[config.mk]
export PLATFORM = sky130hd
export DESIGN_NAME = ysyx_040750_trap_ctrl
export DESIGN_NICKNAME = d
export VERILOG_FILES = /design/src/rtl/ysyx_040750_trap_ctrl.sv
export SDC_FILE = /design/constraint.sdc
export NUM_CORES = 1
export LEC_CHECK = 0
export BUFFER_PORTS_ARGS = -buffer_cell sky130_fd_sc_hd__buf_2
export CAP_MARGIN = 5
export CORE_AREA = 2 2 108 110
export CTS_BUF_LIST = sky130_fd_sc_hd__clkbuf_4 sky130_fd_sc_hd__clkbuf_8
export DETAILED_ROUTE_END_ITERATION = 7
export DIE_AREA = 0 0 110 112
export GPL_TIMING_DRIVEN = 0
export PLACE_DENSITY = 0.73
export SKIP_CTS_REPAIR_TIMING = 1
export SLEW_MARGIN = 20
export SYNTH_ARGS = -nofsm -noshare
export SYNTH_HDL_FRONTEND = slang
export SYNTH_SLANG_ARGS = --single-unit
[constraint.sdc]
create_clock -name I_sys_clk -period 2.2 [get_ports I_sys_clk]
set_input_delay 0.11 -clock I_sys_clk [delete_from_list [all_inputs] [get_ports I_sys_clk]]
set_output_delay 0.11 -clock I_sys_clk [all_outputs]
set_load 0.01 [all_outputs]
[src/rtl/ysyx_040750_trap_ctrl.sv]
// ---------------------------------------------------------------------------
// ysyx_040750_trap_ctrl
//
// Trap sequencer for the CSR unit. It handles three events:
//    - machine-timer interrupt entry
//    - ecall entry
//    - mret return
// For the asynchronous timer trap it holds fetch and waits for the pipeline
// to drain. It then issues the one-cycle CSR strobes, redirects IF to mtvec
// (traps) or mepc (mret), and flushes younger instructions.
//
// Ports
//    I_sys_clk         clock
//    I_rst_n           asynchronous reset, active low
//    I_timer_intr      pending-and-enabled machine timer interrupt (level)
//    I_wb_valid        an instruction is retiring in WB
//    I_wb_ecall        the retiring instruction is an ecall
//    I_wb_mret         the retiring instruction is an mret
//    I_wb_pc           PC of the retiring instruction
//    I_pipe_empty      no valid instruction left in ID/EX/MEM/WB
//    I_next_pc         architectural next PC, meaningful while the pipe is empty
//    I_csr_rd_data     combinational CSR read data (mtvec or mepc)
//    O_fetch_hold      freeze IF
//    O_flush           kill all instructions in IF..MEM
//    O_redirect_valid  one-cycle IF PC redirect
//    O_redirect_pc     redirect target
//    O_csr_valid       qualifies the CSR strobes below
//    O_csr_intr_wr     CSR trap-entry update
//    O_csr_intr_rd     CSR read of mtvec
//    O_csr_mret_wr     CSR mret update
//    O_csr_mret_rd     CSR read of mepc
//    O_intr_pc         value written to mepc
//    O_intr_no         value written to mcause
//    O_drain_timeout   sticky flag: a drain lasted DRAIN_MAX cycles
// ---------------------------------------------------------------------------
module ysyx_040750_trap_ctrl #(
   parameter int          PC_W        = 32,
   parameter int          DRAIN_MAX   = 15,
   parameter logic [63:0] CAUSE_TIMER = 64'h8000_0000_0000_0007,
   parameter logic [63:0] CAUSE_ECALL = 64'd11
) (
   input  logic            I_sys_clk,
   input  logic            I_rst_n,
   input  logic            I_timer_intr,
   input  logic            I_wb_valid,
   input  logic            I_wb_ecall,
   input  logic            I_wb_mret,
   input  logic [PC_W-1:0] I_wb_pc,
   input  logic            I_pipe_empty,
   input  logic [PC_W-1:0] I_next_pc,
   input  logic [63:0]     I_csr_rd_data,
   output logic            O_fetch_hold,
   output logic            O_flush,
   output logic            O_redirect_valid,
   output logic [PC_W-1:0] O_redirect_pc,
   output logic            O_csr_valid,
   output logic            O_csr_intr_wr,
   output logic            O_csr_intr_rd,
   output logic            O_csr_mret_wr,
   output logic            O_csr_mret_rd,
   output logic [PC_W-1:0] O_intr_pc,
   output logic [63:0]     O_intr_no,
   output logic            O_drain_timeout
);

   localparam int               CNT_W    = $clog2(DRAIN_MAX + 1);
   localparam logic [CNT_W-1:0] CNT_MAX  = CNT_W'(DRAIN_MAX);
   localparam logic [CNT_W-1:0] CNT_LAST = CNT_W'(DRAIN_MAX - 1);
   localparam logic [CNT_W-1:0] CNT_ONE  = CNT_W'(1);

   typedef enum logic [2:0] {
      IDLE,
      DRAIN,
      TRAP,
      MRET,
      REDIR
   } state_t;

   state_t            state;
   logic [CNT_W-1:0]  drain_cnt;
   logic              drain_timeout;
   logic [PC_W-1:0]   lat_pc;
   logic [63:0]       lat_cause;
   logic [PC_W-1:0]   lat_target;

   logic              sync_ecall;
   logic              sync_mret;
   logic              unused_csr_rd;

   // Synchronous events only count when the instruction really retires.
   assign sync_ecall = I_wb_valid & I_wb_ecall;
   assign sync_mret  = I_wb_valid & I_wb_mret;

   // Only the low PC_W bits of the CSR read data are used as a target.
   assign unused_csr_rd = ^I_csr_rd_data;

   // Sequencer state plus the values latched for the CSR write and the redirect.
   // Synchronous events always win over the timer, in IDLE and in DRAIN alike.
   // The timer is a level, so if it is dropped during DRAIN the trap is
   // abandoned. IDLE then simply sees it again once it is re-asserted.
   // The drain counter and its sticky timeout only observe a drain. They never
   // end one; the drain keeps waiting for the pipe or for the timer to go away.
   always_ff @(posedge I_sys_clk or negedge I_rst_n) begin
      if (!I_rst_n) begin
         state         <= IDLE;
         drain_cnt     <= '0;
         drain_timeout <= 1'b0;
         lat_pc        <= '0;
         lat_cause     <= '0;
         lat_target    <= '0;
      end else begin
         case (state)
            IDLE: begin
               if (sync_ecall) begin
                  state     <= TRAP;
                  lat_pc    <= I_wb_pc;
                  lat_cause <= CAUSE_ECALL;
               end else if (sync_mret) begin
                  state <= MRET;
               end else if (I_timer_intr) begin
                  state     <= DRAIN;
                  drain_cnt <= '0;
               end
            end
            DRAIN: begin
               if (drain_cnt != CNT_MAX) begin
                  drain_cnt <= drain_cnt + CNT_ONE;
               end
               if (drain_cnt == CNT_LAST) begin
                  drain_timeout <= 1'b1;
               end
               if (sync_ecall) begin
                  state     <= TRAP;
                  lat_pc    <= I_wb_pc;
                  lat_cause <= CAUSE_ECALL;
               end else if (sync_mret) begin
                  state <= MRET;
               end else if (!I_timer_intr) begin
                  state <= IDLE;
               end else if (I_pipe_empty) begin
                  state     <= TRAP;
                  lat_pc    <= I_next_pc;
                  lat_cause <= CAUSE_TIMER;
               end
            end
            TRAP: begin
               // mtvec is read in the same cycle as the trap-entry write,
               // so the target is the value before the update lands.
               lat_target <= I_csr_rd_data[PC_W-1:0];
               state      <= REDIR;
            end
            MRET: begin
               lat_target <= I_csr_rd_data[PC_W-1:0];
               state      <= REDIR;
            end
            REDIR: begin
               state <= IDLE;
            end
            default: begin
               state <= IDLE;
            end
         endcase
      end
   end

   // Moore outputs, decoded from the state register and the latched values.
   // The data outputs are forced to zero outside the cycle that uses them,
   // so the CSR file and IF never see stale values.
   assign O_fetch_hold     = (state != IDLE);
   assign O_flush          = (state == TRAP) || (state == MRET) || (state == REDIR);
   assign O_redirect_valid = (state == REDIR);
   assign O_redirect_pc    = (state == REDIR) ? lat_target : '0;
   assign O_csr_valid      = (state == TRAP) || (state == MRET);
   assign O_csr_intr_wr    = (state == TRAP);
   assign O_csr_intr_rd    = (state == TRAP);
   assign O_csr_mret_wr    = (state == MRET);
   assign O_csr_mret_rd    = (state == MRET);
   assign O_intr_pc        = (state == TRAP) ? lat_pc : '0;
   assign O_intr_no        = (state == TRAP) ? lat_cause : '0;
   assign O_drain_timeout  = drain_timeout;

endmodule

* Word-level counts from Yosys, hierarchy flattened *
Cells that the tools add are included.

word-level totals
  register bits = 136
  input port bits = 135
  output and inout port bits = 137
  word-level logic and storage cells = 63

operators by class
  $add $sub $neg = 1
  equality and inequality tests = 16
  muxes and demuxes = 28
  bitwise logic cells = 2
  reductions and logical operators = 10

operators by type and width
  kind                 number
  $mux 64              6
  $mux 32              7
  $pmux 64 s2          1
  $pmux 32 s2          1
  $mux 3               7
  $mux 4               4
  $ne 2x2->1 const B   5
  $reduce_and 5->1     2
  $ne 3x3->1 const B   3
  $pmux 3 s3           1
  $ne 4x4->1 const B   2
  $pmux 4 s2           1
  $eq 3x2->1 const B   2
  $ne 5x5->1 const B   1
  $add 4x1->4 const B  1
  $eq 4x4->1 const B   1
  $reduce_and 2->1     2
  $eq 3x1->1 const B   1
  $eq 3x3->1 const B   1
  $logic_not 3->1      1
  $reduce_bool 3->1    1
  $and 1x1->1          2
  $logic_or 1x1->1     2
  $reduce_bool 2->1    1
  $reduce_or 2->1      1

* Depth between registers and ports, before layout *
  depth in word-level cells = 5
  mapped depth = 6
  mapped depth without buffers = 5

* Worst setup path before layout *
No wires, ideal clock.

  path kind = register to output
  from = reg state[2]
  to = out O_intr_no[1]
  arrival = 1.629 ns
  required time = 2.090 ns
  path slack = 0.461 ns
  stages on the path, launching flop included = 7
  path buffers = 3
  cell sequence = dfrtp_1 nand2b_1 clkbuf_1 nor2_1 clkbuf_1 and2_1 buf_4

between the ends
  cells in the longest elaborated chain, start to end = 2

RTL lines
  what                    RTL line  text
  start, declared         79        state_t state;
  start signal, assigned  105       state <= IDLE;
  start signal, assigned  115       state <= TRAP;
  start signal, assigned  119       state <= MRET;
  $eq 3x2->1              -
  via O_csr_intr_rd       58        output logic O_csr_intr_rd,
  $mux 64                 179       assign O_intr_no = (state == TRAP) ? lat_cause : '0;
  end, declared           62        output logic [63:0] O_intr_no,

The timed path passes the listed nets, and every way through them passes these cells.

* Worst setup path in the final report *
  from = reg state[2]
  to = out O_intr_no[63]

between the ends
  cells in the longest elaborated chain, start to end = 2

RTL lines
  what        RTL line
  $eq 3x2->1  179
  $mux 64     179

Every way passes these cells.

==> flow_metrics.tcl <==
set metrics [dict create \
    outcome "finished clean" \
    p_per_area_mw_per_mm2 879 \
    finClkSkew_ns 0.00848 \
    drc 0 \
    grt_pass1_vias 3725 \
    synthSimpleGateAreaFrac_pct 22.5 \
    start_util_pct 36.1 \
    cp.arrival_ns 1.92 \
    drt_iter0_drc 172 \
    synthArstFlopShare_pct 100 \
    clock_latency_ns 0.34 \
    setup_viol 0 \
    cap_violations 0 \
    htree_levels 3 \
    gr-usage-all-layers_pct 17.9 \
    ys_warn_count 0 \
    drt-pass1-iter-count 4 \
    hold_viol 0 \
    drive_above_1_share_pct 38.7 \
    fin_nets 868 \
    hold_path_class "in -> reg" \
    fin_ws_ns 0.172 \
    dp.final_hpwl_mm 8.57 \
    antennaDiodeCount 0 \
    p_sw_w 0.00172 \
    synth_ff_type "dfrtp_1" \
    die_x_um 110 \
    dr_wl_met3_mm 1.01 \
    pwr-share-seq_pct 42.5 \
    drv_slew 0 \
    grt_pass1_wl_mm 17.4 \
    endpoint_kind "primary output" \
    rows 39 \
    hold_path_depth 2 \
    max_freq_mhz 493 \
    p_comb_share_pct 34.7 \
    critPathLaunchType "flop" \
    fin_crit_sh_pct 92.2 \
    fin_crit_ns 2.03 \
    p_leak_nw 3.36 \
    syn_area_sq_mm 0.00404 \
    grt_max_degree 42 \
    globalplace.congestion 0.815 \
    crit_type "reg -> out" \
    io_pins 272 \
    wl_met1_mm 4.76 \
    synth.area.mux_share_pct 0.248 \
    viasPerCell 4.43 \
    cts_tree "yes" \
    seq_area_frac_synth_pct 46.5 \
    crit_fanout 11 \
    pwr-share-clk_pct 22.8 \
    synth_top_family_by_area "simple AND/OR/NAND/NOR gates" \
    worstPathRequired_ns 2.09 \
    synth_adder_area_share_pct 0.620 \
    top_layer "met4" \
    yosys_register_bits 75 \
    clkTransAtPathRegs_ns 0.08 \
    synthXorXnorAreaFrac_pct 0 \
    cts_max_path_buffers 2 \
    dieArea_sq_mm 0.0123 \
    pre_cts_ws_ns -0.236 \
    antenna_found_initial 0 \
    wl_met2_mm 5.81 \
    synthCells 444 \
    core-area_sq_mm 0.0112 \
    numClockSinks 75 \
    drt-total-wl_mm 11.7 \
    ys_types 34 \
    portBuffers 180 \
    wl_per_cell_um 13.3 \
    intPower_w 0.00355 \
    postRouteAntennaNets 0 \
    cts_buffers 9 \
    root_buffer "clkbuf_8" \
    ir_drop_mv 0.490 \
    setup_tns_ns 0 \
    syn_area_per_cell_sq_um 9.10 \
    p_sw_share_pct 32.7 \
    via_count 3891 \
    synth_edf_count 0 \
    area_growth_pct 48.4 \
    die_h_um 112 \
    ff2ff_path_depth 6 \
    synth-compound-area-share_pct 15.3 \
    grt_overflow_total 0 \
]
power groups by stage:
stage / sequential, W / clock, W / combinational, W
after floorplan: 0.00216 / 0 / 0.00120
after global placement: 0.00222 / 0 / 0.00168
after detailed placement: 0.00225 / 0 / 0.00175
after CTS: 0.00223 / 0.00124 / 0.00175
after global routing: 0.00232 / 0.00130 / 0.00203
final: 0.00224 / 0.00120 / 0.00183
layout by cell type, fill, tap and decap left out, types with 3 or more instances in the layout:
cell             n
buf_2          186
nand2_1        102
dfrtp_1         75
buf_4           69
and2_1          68
conb_1          59
dlygate4sd3_1   34
o22ai_1         32
a2bb2oi_1       32
clkbuf_1        14
clkbuf_8        11
nand3_1          4
inv_1            3
a31oi_1          3
nor2_1           3
a21oi_1          3
o21ai_0          3
clkinv_2         3
worst max-delay path, cell delays in order, from the launching register on:
cell      delay (ns)
dfrtp_1         0.44
nand2b_2        0.30
nor2_4          0.22
buf_4           0.21
and2_1          0.18
buf_4           0.11
buf_2           0.11
synth_stat cells, drive strengths merged (2+ instances only):
cell     instances  area, sq um
nand2          102          383
dfrtp           75         1880
buf             72          515
and2            68          425
a2bb2oi         32          280
o22ai           32          200
clkbuf          18         67.6
nor2             5         21.3
nand3            4         20.0
a21boi           3         30.0
a21oi            3         15.0
a31oi            3         18.8
inv              3         11.3
o21ai            3         15.0
ha               2         25.0
nand4            2         12.5
nor3b            2         15.0
o211ai           2         15.0
or2              2         12.5
cell type report:
cell class | instances | area [sq um]
Fill cell | 992 | 5180
Sequential cell | 75 | 1880
Multi-Input combinational cell | 333 | 1820
Timing Repair Buffer | 219 | 1290
Buffer | 89 | 586
Tap cell | 143 | 179
Clock buffer | 11 | 151
Clock inverter | 5 | 75.1
Inverter | 4 | 15.0
kinds of logic after synthesis:
| family | after synthesis |
|---|---|
| AND/OR/NAND/NOR | 188 |
| buffers and inverters | 94 |
| AO/OA/AOI/OAI | 83 |
| flip-flops | 75 |
| adder cells (fa/ha/maj) | 2 |
| multiplexers | 1 |
| other | 1 |
flip-flops by register name (all words and copies together) (netlist names):
| register | flops |
|---|---|
| drain_cnt | 4 |
| O_drain_timeout | 1 |
| lat_target | 32 |
| lat_pc | 32 |
| lat_cause | 3 |
| state | 3 |
per-stage QoR:
stage	util, %	hold WS [ns]	total power, W	area [sq um]	std cells
final	53.6	0.0219	0.00527	5990	879
after CTS	50.0	-0.291	0.00522	5590	842
after global placement	47.8	0.299	0.00391	5340	825
after global routing	53.6	0.0296	0.00564	5990	879
after floorplan	-	-0.186	0.00335	4260	502
after detailed placement	48.0	0.0897	0.00400	5360	826
routing by layer:
layer  track usage, %  vias up
li1                 -     1939
met1             21.1     1775
met2             31.5      168
met3             5.15        9
met4             4.81        0
met5                0        -
final timing paths:
path                                 from              to  slack [ns]
setup / recovery                 state[2]   O_intr_no[63]        0.17
hold / removal                 I_wb_valid    lat_cause[2]        0.02
setup reg to reg                 state[0]      lat_pc[27]        0.27
hold reg to reg            lat_target[25]  lat_target[25]        0.47
max in group asynchronous         I_rst_n    lat_cause[2]        1.34
min in group asynchronous         I_rst_n  lat_target[28]        0.26
Power figures use the tool's default switching activity.
